==> src/rtl/bp_cce_split_sequencer.sv <==
// bp_cce_split_sequencer: serializes one <=64-bit BedRock mem command onto a single 32-bit
// split port, one piece at a time, and reassembles the split responses into one response.

module bp_cce_split_sequencer
  #(parameter int paddr_width_p   = 40
    , parameter int payload_width_p = 16
    , localparam int hdr_width_lp           = 11 + paddr_width_p + payload_width_p
    , localparam int cce_mem_msg_width_lp   = hdr_width_lp + 64
    , localparam int split_mem_msg_width_lp = hdr_width_lp + 32
  )
  ( input  logic                              clk_i
  , input  logic                              reset_i
  , input  logic [cce_mem_msg_width_lp-1:0]   io_cmd_i
  , input  logic                              io_cmd_v_i
  , output logic                              io_cmd_ready_o
  , output logic [cce_mem_msg_width_lp-1:0]   io_resp_o
  , output logic                              io_resp_v_o
  , input  logic                              io_resp_yumi_i
  , output logic [split_mem_msg_width_lp-1:0] io_cmd_o
  , output logic                              io_cmd_v_o
  , input  logic                              io_cmd_ready_i
  , input  logic [split_mem_msg_width_lp-1:0] io_resp_i
  , input  logic                              io_resp_v_i
  , output logic                              io_resp_yumi_o
  );

  // Header layout, LSB first: msg_type[3:0], subop[7:4], addr, size[2:0], payload
  localparam int addr_lsb_lp = 8;
  localparam int size_lsb_lp = 8 + paddr_width_p;
  localparam logic [2:0] size_4_lp = 3'd2;
  localparam logic [2:0] size_8_lp = 3'd3;

  typedef enum logic [1:0] {e_idle, e_send, e_wait, e_resp} state_e;

  state_e                    state_r, state_n_s;
  logic [hdr_width_lp-1:0]   hdr_r;
  logic [63:0]               data_r;
  logic                      idx_r;
  logic                      last_r;
  logic [63:0]               resp_data_r;
  logic [hdr_width_lp-1:0]   cmd_hdr_s;
  logic [paddr_width_p-1:0]  piece_off_s;
  logic [2:0]                in_size_s;
  logic [31:0]               resp_word_s;
  logic                      unused_s;

  assign in_size_s   = io_cmd_i[size_lsb_lp +: 3];
  assign resp_word_s = io_resp_i[hdr_width_lp +: 32];
  assign piece_off_s = {{(paddr_width_p-3){1'b0}}, idx_r, 2'b00};
  // Split response header carries nothing we need
  assign unused_s    = ^io_resp_i[hdr_width_lp-1:0];

  // State register
  always_ff @(posedge clk_i or posedge reset_i) begin
    if (reset_i) begin
      state_r <= e_idle;
    end else begin
      state_r <= state_n_s;
    end
  end

  // Next-state and handshake decode; valids/readies depend on state_r only
  always_comb begin
    state_n_s      = state_r;
    io_cmd_ready_o = 1'b0;
    io_cmd_v_o     = 1'b0;
    io_resp_v_o    = 1'b0;
    io_resp_yumi_o = 1'b0;
    case (state_r)
      e_idle: begin
        io_cmd_ready_o = 1'b1;
        if (io_cmd_v_i) state_n_s = e_send;
        else            state_n_s = e_idle;
      end
      e_send: begin
        io_cmd_v_o = 1'b1;
        if (io_cmd_ready_i) state_n_s = e_wait;
        else                state_n_s = e_send;
      end
      e_wait: begin
        io_resp_yumi_o = io_resp_v_i;
        if (!io_resp_v_i)         state_n_s = e_wait;
        else if (idx_r == last_r) state_n_s = e_resp;
        else                      state_n_s = e_send;
      end
      e_resp: begin
        io_resp_v_o = 1'b1;
        if (io_resp_yumi_i) state_n_s = e_idle;
        else                state_n_s = e_resp;
      end
      default: state_n_s = e_idle;
    endcase
  end

  // Command latch, piece index and response reassembly
  always_ff @(posedge clk_i or posedge reset_i) begin
    if (reset_i) begin
      hdr_r       <= '0;
      data_r      <= 64'h0;
      idx_r       <= 1'b0;
      last_r      <= 1'b0;
      resp_data_r <= 64'h0;
    end else begin
      case (state_r)
        e_idle: begin
          if (io_cmd_v_i) begin
            hdr_r       <= io_cmd_i[hdr_width_lp-1:0];
            data_r      <= io_cmd_i[hdr_width_lp +: 64];
            // Oversized commands are flagged by the checker and handled as 64-bit
            last_r      <= (in_size_s >= size_8_lp);
            idx_r       <= 1'b0;
            resp_data_r <= 64'h0;
          end
        end
        e_wait: begin
          if (io_resp_v_i) begin
            if (idx_r) resp_data_r[63:32] <= resp_word_s;
            else       resp_data_r[31:0]  <= resp_word_s;
            if (idx_r != last_r) idx_r <= 1'b1;
          end
        end
        default: begin
        end
      endcase
    end
  end

  // Split command: pieces of a 64-bit command go out as size-4 at addr + 4*idx
  always_comb begin
    cmd_hdr_s = hdr_r;
    cmd_hdr_s[size_lsb_lp +: 3] = last_r ? size_4_lp : hdr_r[size_lsb_lp +: 3];
    cmd_hdr_s[addr_lsb_lp +: paddr_width_p] = hdr_r[addr_lsb_lp +: paddr_width_p] + piece_off_s;
  end

  assign io_cmd_o  = {(idx_r ? data_r[63:32] : data_r[31:0]), cmd_hdr_s};
  assign io_resp_o = {resp_data_r, hdr_r};

  bp_cce_split_sequencer_chk chk
    (.clk_i      (clk_i)
     ,.reset_i   (reset_i)
     ,.cmd_accept(io_cmd_v_i && (state_r == e_idle))
     ,.cmd_size  (in_size_s)
     ,.resp_v    (io_resp_v_i)
     ,.in_wait   (state_r == e_wait)
     );

endmodule

// Protocol checks for the split sequencer; simulation only.
module bp_cce_split_sequencer_chk
  ( input logic       clk_i
  , input logic       reset_i
  , input logic       cmd_accept
  , input logic [2:0] cmd_size
  , input logic       resp_v
  , input logic       in_wait
  );

  a_cmd_size: assert property (@(posedge clk_i) disable iff (reset_i)
    cmd_accept |-> (cmd_size <= 3'd3))
    else $error("Only <=64-bit commands supported");

  a_resp_in_wait: assert property (@(posedge clk_i) disable iff (reset_i)
    resp_v |-> in_wait)
    else $error("Split response received outside e_wait");

endmodule

==> config.mk <==
export PLATFORM = sky130hd
export DESIGN_NAME = bp_cce_split_sequencer
export DESIGN_NICKNAME = d
export VERILOG_FILES = /design/src/rtl/bp_cce_split_sequencer.sv
export SDC_FILE = /design/constraint.sdc
export NUM_CORES = 1
export LEC_CHECK = 0
export CORE_AREA = 2 2 182 184
export CTS_CLUSTER_DIAMETER = 50
export CTS_CLUSTER_SIZE = 16
export DETAILED_ROUTE_END_ITERATION = 16
export DIE_AREA = 0 0 184 186
export PLACE_DENSITY = 0.7
export SLEW_MARGIN = 20
export SYNTH_ARGS = -nofsm -noshare
export SYNTH_HDL_FRONTEND = slang
export SYNTH_SLANG_ARGS = --single-unit
export TNS_END_PERCENT = 30
==> constraint.sdc <==
create_clock -name clk_i -period 10.7 [get_ports clk_i]
set_input_delay 2.14 -clock clk_i [delete_from_list [all_inputs] [get_ports clk_i]]
set_output_delay 2.14 -clock clk_i [all_outputs]
set_load 0.01 [all_outputs]
==> impl_metrics.json <==
{
  "status": "finished clean",
  "drtAntennaViolNets": 0,
  "cp_cell_sequence": "clkdlybuf4s50_1, and2_1, clkdlybuf4s50_1",
  "cts_made_buffers": 17,
  "drv_slew": 0,
  "num_vias": 7077,
  "critPathRequiredTime_ps": 8560,
  "cts_tree": "yes",
  "ys.warnings.count": 0,
  "grt_pass1_wl_um": 40500,
  "syn_area_um2": 9010,
  "critPathLaunchType": "primary input",
  "crit_slowest_cell": "clkdlybuf4s50_1",
  "htree_levels": 4,
  "relSlewSlack": 0.302,
  "tightest_slew_ps": 1040,
  "cts.path.max_buffers": 2,
  "drtPass1Iterations": 4,
  "fin_crit_ps": 5550,
  "critPathMaxStageDelay_ps": 570,
  "die_y_um": 186,
  "leakagePower_nw": 5.51,
  "tns_ps": 0,
  "post_cts_buffers": 0,
  "setup_viol": 0,
  "end_kind": "primary output",
  "grt_overflow": 0,
  "grt_usage": 0.156,
  "min_path_type": "register to register",
  "synth-compound-area-share": 0.0428,
  "wirelength_um": 27000,
  "ctsHoldBuffers": 0,
  "synth_top_family_by_area": "multiplexers",
  "dieWidth_um": 184,
  "start_util": 0.280,
  "ir_drop_v": 0.000152,
  "power_density_nw_per_um2": 310,
  "fin_cells": 1551,
  "synth-simple-area-share": 0.117,
  "finalPower_mw": 4.28,
  "drive_gt1_frac": 0.189,
  "synthMuxAreaShare": 0.202,
  "dpl.cell_count": 1520,
  "drtIter0Drc": 262,
  "clock.fmax_mhz": 180,
  "portBuffers": 402,
  "routedWlPerCell_um": 17.4,
  "rows": 66,
  "seq_area_frac_synth": 0.553,
  "grt_pass1_vias": 7011,
  "synth_cells": 774,
  "rsz0062_at_grt": "false",
  "io_pins": 470,
  "antenna_found_initial": 0,
  "clk_pin_slew_ps": 70,
  "antennaDiodeCount": 0,
  "fin_skew_ps": 10.2,
  "worstPathMaxFanout": 6,
  "syn_area_per_cell_um2": 11.6,
  "synth_seq_cells": 199,
  "viasPerCell": 4.56,
  "syn_nets": 1012,
  "crit_type": "primary input to primary output",
  "clk_latency_ps": 440,
  "synthAdderAreaFrac": 0.00389,
  "grt_max_degree": 88,
  "synth_cell_types": 35,
  "hold_viol_final": 0,
  "cts.repair.resized": 0,
  "crit_top_cell": "clkdlybuf4s50_1",
  "gp_congestion": 0.914,
  "post-route-period-util": 0.519,
  "cp.arrival_ps": 3410,
  "synth-xor-area-share": 0.0360,
  "clock_sinks": 199,
  "drc": 0,
  "syn2layout_area_growth_pct": 53.4,
  "hpwl_um": 19600,
  "fin_nets": 1369,
  "die_area_um2": 34200,
  "cap_violations": 0,
  "core-area_um2": 32200,
  "cts_root_buf": "clkbuf_16"
}
worst max-delay path, delay by kind of cell:
family	cells	cell delay, ps
buf+inv	2	1120
simple gates	1	150
layer usage:
layer  routed length, µm  vias up  share of wire  GRT usage
met5                   0        -              0          0
met4                 628        0          0.023     0.0582
met3                2080       35          0.077     0.0520
met2               13000      271           0.48      0.256
met1               11300     3437           0.42      0.190
li1                    -     3334              -          -
cell usage after synthesis (all sizes together):
cell type  instances  area (µm²)
a21o               2        15.0
a21oi              2        10.0
and2               6        40.0
and3               8        55.1
and4               5        43.8
buf               47         309
clkbuf            23        86.3
dfrtp            199        4980
ha                 2        25.0
inv                3        11.3
maj3               1        10.0
mux2             162        1820
nand2            144         541
nand2b             1        6.26
nand3             16        92.6
nand3b             1        7.51
nand4             17         113
nor2               9        33.8
nor2b              4        25.0
nor3               6        30.0
nor4               5        46.3
o211ai             2        15.0
o21ai             69         345
or2                1        6.26
or3                2        17.5
xnor2             24         210
xor2              13         114
cells in the final DEF (no fill, tap or decap), types with 2 or more instances in the layout:
cell type,n
xor2_1,13
nor4_1,4
clkdlybuf4s50_1,402
o21ai_0,69
clkinvlp_4,3
inv_6,3
and4_1,5
and2_1,3
nor2_1,9
dfrtp_1,198
nand2_1,144
nor2b_1,3
inv_8,2
and2_2,2
a21o_4,2
nand4_1,16
nor3_1,6
o211ai_1,2
mux2_2,162
inv_1,2
nand3_1,15
and3_2,4
and3_1,4
clkinv_2,3
bufinv_16,3
ha_1,2
a21oi_1,2
xnor2_1,24
clkbuf_16,17
buf_4,6
where the power goes:
part	switching, mW	total [mW]	internal [mW]
clock	0.301	0.670	0.370
sequential	0.319	1.44	1.12
combinational	0.888	2.17	1.29
total	1.51	4.28	2.78
flip-flops by register name (all words and copies together) (netlist names):
name and cells:
idx_r 1, state_r 2, data_r 64, hdr_r 67, last_r 1, resp_data_r 64
kinds of logic (layout without fill, tap and decap cells):
family                   count (synthesis)  after routing
AO/OA/AOI/OAI                           75             75
XOR/XNOR                                37             37
adder cells (fa/ha/maj)                  3              3
buffers and inverters                   73            442
flip-flops                             199            199
multiplexers                           162            162
AND/OR/NAND/NOR                        225            225
cell type report:
| class | count | area (µm²) |
|---|---|---|
| inverter | 3 | 18.8 |
| sequential | 199 | 4980 |
| fill | 3063 | 18400 |
| clock inverter | 14 | 174 |
| multi-input combinational | 502 | 3650 |
| tap | 408 | 510 |
| clock buffer | 17 | 425 |
| timing repair buffer | 408 | 4070 |
per-stage QoR:
stage	hold slack (ps)	cell area [µm²]	setup slack, ps	util
after floorplan	475	9010	3130	-
after global placement	463	13200	5140	0.410
after detailed placement	469	13200	5140	0.410
after CTS	486	13800	5140	0.429
after global routing	502	13800	5040	0.429
final	481	13800	5150	0.429
worst paths after layout:
path / slack, ps / cells past startpoint / to / startpoint
max in group asynchronous: 7220 / 3 / resp_data_r[3] / reset_i
setup reg to reg: 7650 / 5 / hdr_r[20] / state_r[1]
min in group asynchronous: 2200 / 2 / data_r[45] / reset_i
hold / removal: 480 / 2 / resp_data_r[4] / resp_data_r[4]
setup / recovery: 5150 / 3 / io_resp_yumi_o / io_resp_v_i
hold reg to reg: 480 / 2 / resp_data_r[4] / resp_data_r[4]
No activity file was read; power rests on OpenSTA's default activity.
==> variant 1: new RTL, config.mk and constraints unchanged <==
Re-encode `state_e` (4 states) as Gray code, 2 bits wide.
--- a/src/rtl/bp_cce_split_sequencer.sv
+++ b/src/rtl/bp_cce_split_sequencer.sv
@@ -31,5 +31,5 @@
   localparam logic [2:0] size_8_lp = 3'd3;
 
-  typedef enum logic [1:0] {e_idle, e_send, e_wait, e_resp} state_e;
+  typedef enum logic [1:0] {e_idle = 2'b00, e_send = 2'b01, e_wait = 2'b11, e_resp = 2'b10} state_e;
 
   state_e                    state_r, state_n_s;
Formal check against the unedited RTL: no difference found for any inputs over 4 cycles, from zero or initial values and one cycle with reset_i high; so few cycles prove little.
==> variant 1 against the unedited design <==
Cell area shrank 1.4%. Synthesized area shrank 1.9%. Core utilization shrank 0.61 points. Via count shrank 3.6%. Clock power shrank 3%. Sequential cell count is the same. Wire length shrank 4.7%. Power shrank 3.3%. Critical path type unchanged. Register-to-register slack gained 0.84 ns. Worst setup slack lost 0.21 ns.
==> variant 1: results <==
[route]
wire_per_inst_um = 17.1
drt_iter0_markers = 227
avgViaCountPerCell = 4.53

[cells_and_area]
layout.cells.non_filler = 1506
clock_area_frac = 0.0428
total_area_of_multi_input_combinational_cells_sq_um = 3430
layout.clock_buffers = 19
layout.buffer.nonclock.area_share = 0.301
fillCellCount = 3029
buffers_outside_the_clock_class = 413
layout-drive-gt1-share = 0.199
total_number_of_multi_input_combinational_cells = 451
count_of_sequential_standard_cells = 199
area_growth_syn_to_layout_pct = 54.2
fraction_of_area_in_registers = 0.365
layout.nets = 1323
insertedDiodeCount = 0

[worst_hold_path]
worst_hold_path_type = "reg2reg"
hold_sp = "resp_data_r[0]"
whs_endpoint = "resp_data_r[0]"

[placement]
detailedPlace.worstSlack_ns = 4.93
finalWeightedCongestion = 0.809
postPlaceCellArea_sq_um = 13000

[worst_setup_path]
cp_slowest_stage_delay_ns = 0.61
worst-path-max-fanout = 5
cp.arrival_ns = 3.62
timing.reg2reg.worst_path_depth = 3
worstReg2RegEnd = "data_r[0]"

[logic_synthesis]
synth.area.top_cells = "dfrtp_1 56%, mux2_2 21%, nand2_1 4.5%"
syn_area_sq_um = 8840
synth_cell_types = 39
syn-num-nets = 958
synth.yosys.seq_area_share = 0.563
synth_commonest_cells = "199 x dfrtp_1, 162 x mux2_2, 107 x nand2_1, 61 x o21ai_0, 35 x buf_4"

[power]
max-vdd-ir-drop_uv = 143
p_sw_mw = 1.44
leakagePower_nw = 5.46

[global_route]
first_global_vias = 6959
largest_net_degree_at_the_start_of_global_routing = 79
grt_first_pass_wirelength_mm = 39.3
global_route.usage.total = 0.150

[timing]
max_slew.worst_pin.slew_ns = 1.08
skew_ns = 0.0145
hold_slack_ns = 0.477

[status]
status = "finished, final reports clean"

[cts]
cts_root_buffer = "clkbuf_16"
-- variant 1: changes by cell type after synthesis, moves of 5 or more --
cell,change
o21ai_0,-8
buf_2,+5
xnor2_1,+6
clkbuf_1,-18
nand2_1,-37
xor2_1,-6
-- variant 1: worst max-delay path by stage --
stage                      startpoint        endpoint  slack [ns]  cells past startpoint
after floorplan               reset_i       data_r[0]        3.13                      1
after global placement    io_resp_v_i  io_resp_yumi_o        4.95                      3
after detailed placement  io_resp_v_i  io_resp_yumi_o        4.93                      3
after CTS                 io_resp_v_i  io_resp_yumi_o        4.93                      3
after global routing      io_resp_v_i  io_resp_yumi_o        4.89                      3
final                     io_resp_v_i  io_resp_yumi_o        4.94                      3
-- variant 1: worst min-delay path: cells and delay by family, from the launching register on --
family | cells | cell delay, ns
compound gates | 1 | 0.06
flops | 1 | 0.34
simple gates | 1 | 0.04
-- variant 1: power groups by stage --
stage / clock, mW / combinational (mW) / sequential [mW]
2_1_floorplan: 0 / 0.912 / 1.48
3_3_place_gp: 0 / 2.05 / 1.44
6_report: 0.652 / 2.06 / 1.43
3_5_place_dp: 0 / 2.08 / 1.45
4_1_cts: 0.678 / 2.09 / 1.44
5_1_grt: 0.710 / 2.21 / 1.49
-- variant 1: kinds of logic (layout without fill, tap and decap cells) --
logic type	Yosys count	after routing	synth area share
AOI/OAI and AO/OA	73	73	0.0450
and+or+nand+nor	177	177	0.0951
xor gates and xnor gates	37	37	0.0367
DFF	199	199	0.564
adders and majority gates	2	2	0.00283
buffers and inverters	70	448	0.0504
muxes	162	162	0.206
-- variant 1: metal layers --
metal	global-route usage	vias up	part of all wire
met3	0.0597	32	0.086
met5	0	-	0
met1	0.167	3334	0.39
met2	0.261	269	0.50
li1	-	3186	-
met4	0.0499	0	0.021
==> variant 2: new RTL, same flow settings <==
Without the edit above. The localparam `addr_lsb_lp` goes from 8 to 9.
--- a/src/rtl/bp_cce_split_sequencer.sv
+++ b/src/rtl/bp_cce_split_sequencer.sv
@@ -26,5 +26,5 @@
 
   // Header layout, LSB first: msg_type[3:0], subop[7:4], addr, size[2:0], payload
-  localparam int addr_lsb_lp = 8;
+  localparam int addr_lsb_lp = 9;
   localparam int size_lsb_lp = 8 + paddr_width_p;
   localparam logic [2:0] size_4_lp = 3'd2;
Behaviour: not the same (a bounded check fails within 4 cycles, from zero or initial values and one cycle with reset_i high).
==> variant 2 against the unedited design <==
Synthesized area rose by 0.11%. First-iteration DRC count down 8.4%. Power is 2.2% lower. Worst setup slack worse by 0.29 ns. Wire length shrank 2.1%. Sequential cell count unchanged. Cell area is 0.40% lower. Largest cell class unchanged. Highest routed layer unchanged.
==> variant 2: results <==
[status]
status = "finished, final reports clean"

[cells_and_area]
clock_area_frac = 0.0403
layout-drive-gt1-share = 0.185
fillCellCount = 3036
total_number_of_multi_input_combinational_cells = 498
total_area_of_multi_input_combinational_cells_sq_um = 3590
layout.clock_buffers = 20
layout.nets = 1373
inv_count = 9
count_of_sequential_standard_cells = 199
insertedDiodeCount = 1
layout.buffer.nonclock.area_share = 0.297
buffers_outside_the_clock_class = 410

[logic_synthesis]
synth.yosys.seq_area_share = 0.552
synthesized_area_fraction_occupied_by_adder_cells = 0.00388
yosys_warnings = 0
compound_gate_fraction_of_synth_area = 0.0460
synthXorXnorAreaFrac = 0.0359
portion_of_netlist_area_occupied_by_mux_cells = 0.195
synth_commonest_cells = "199 x dfrtp_1, 156 x mux2_2, 152 x nand2_1, 75 x o21ai_0, 27 x buf_4"
synth.area.top_cells = "dfrtp_1 55%, mux2_2 19%, nand2_1 6.3%"
syn-num-nets = 1019

[route]
dr_wl_met3_mm = 2.07
drt_iter0_markers = 240
avgViaCountPerCell = 4.55
wire_per_inst_um = 17.0
wl_on_met1_mm = 10.5
routed-wl-met2_mm = 12.9

[timing]
hold_slack_ns = 0.487
skew_ns = 0.0125
slew_headroom = 0.374

[global_route]
grt_first_pass_wirelength_mm = 40.1
use_met3 = 0.0487
use_met1 = 0.174
first_global_vias = 7158
initial_antenna_violation_count = 1
use_met2 = 0.262
global_route.usage.total = 0.154
largest_net_degree_at_the_start_of_global_routing = 130

[worst_setup_path]
cp_top_family = "simple AND/OR/NAND/NOR gates"
endpoint = "io_cmd_o[35]"
crit_path_start = "idx_r"
cp.arrival_ns = 3.70
critical-path-slowest-cell = "or4_1"
worst-path-max-fanout = 38
cp_slowest_stage_delay_ns = 0.68
reg2reg_setup_slack_ns = 7.28
reg2reg_from = "state_r[1]"
worstReg2RegEnd = "hdr_r[29]"

[power]
max-vdd-ir-drop_uv = 131
leakagePower_nw = 5.51

[placement]
hpwlAfterDp_mm = 19.8
finalWeightedCongestion = 0.854
postPlaceCellArea_sq_um = 13200

[cts]
cts.reportedPaths.clkPinSlew_ns = 0.08
==> variant 2: where the power goes <==
part | leakage (nW) | internal, mW | total [mW] | switching, mW
clock network | 0.264 | 0.313 | 0.620 | 0.308
logic | 2.79 | 1.27 | 2.14 | 0.873
registers | 2.46 | 1.12 | 1.43 | 0.311
==> variant 2: how the worst min path moves through the flow <==
stage,endpoint,depth (start not counted),start
3_5_place_dp,resp_data_r[49],2,resp_data_r[49]
2_1_floorplan,data_r[32],1,data_r[32]
3_3_place_gp,resp_data_r[0],2,resp_data_r[0]
5_1_grt,resp_data_r[32],2,resp_data_r[32]
6_report,resp_data_r[43],2,resp_data_r[43]
4_1_cts,resp_data_r[31],2,resp_data_r[31]
==> variant 2: through the flow <==
step           power, mW  worst slack, ns  std cells   util
2_1_floorplan       2.43             3.13        781      -
3_3_place_gp        3.57             5.08       1524  0.410
3_5_place_dp        3.61             5.08       1524  0.410
4_1_cts             4.26             4.81       1556  0.427
5_1_grt             4.46             4.62       1557  0.428
6_report            4.19             4.86       1557  0.428
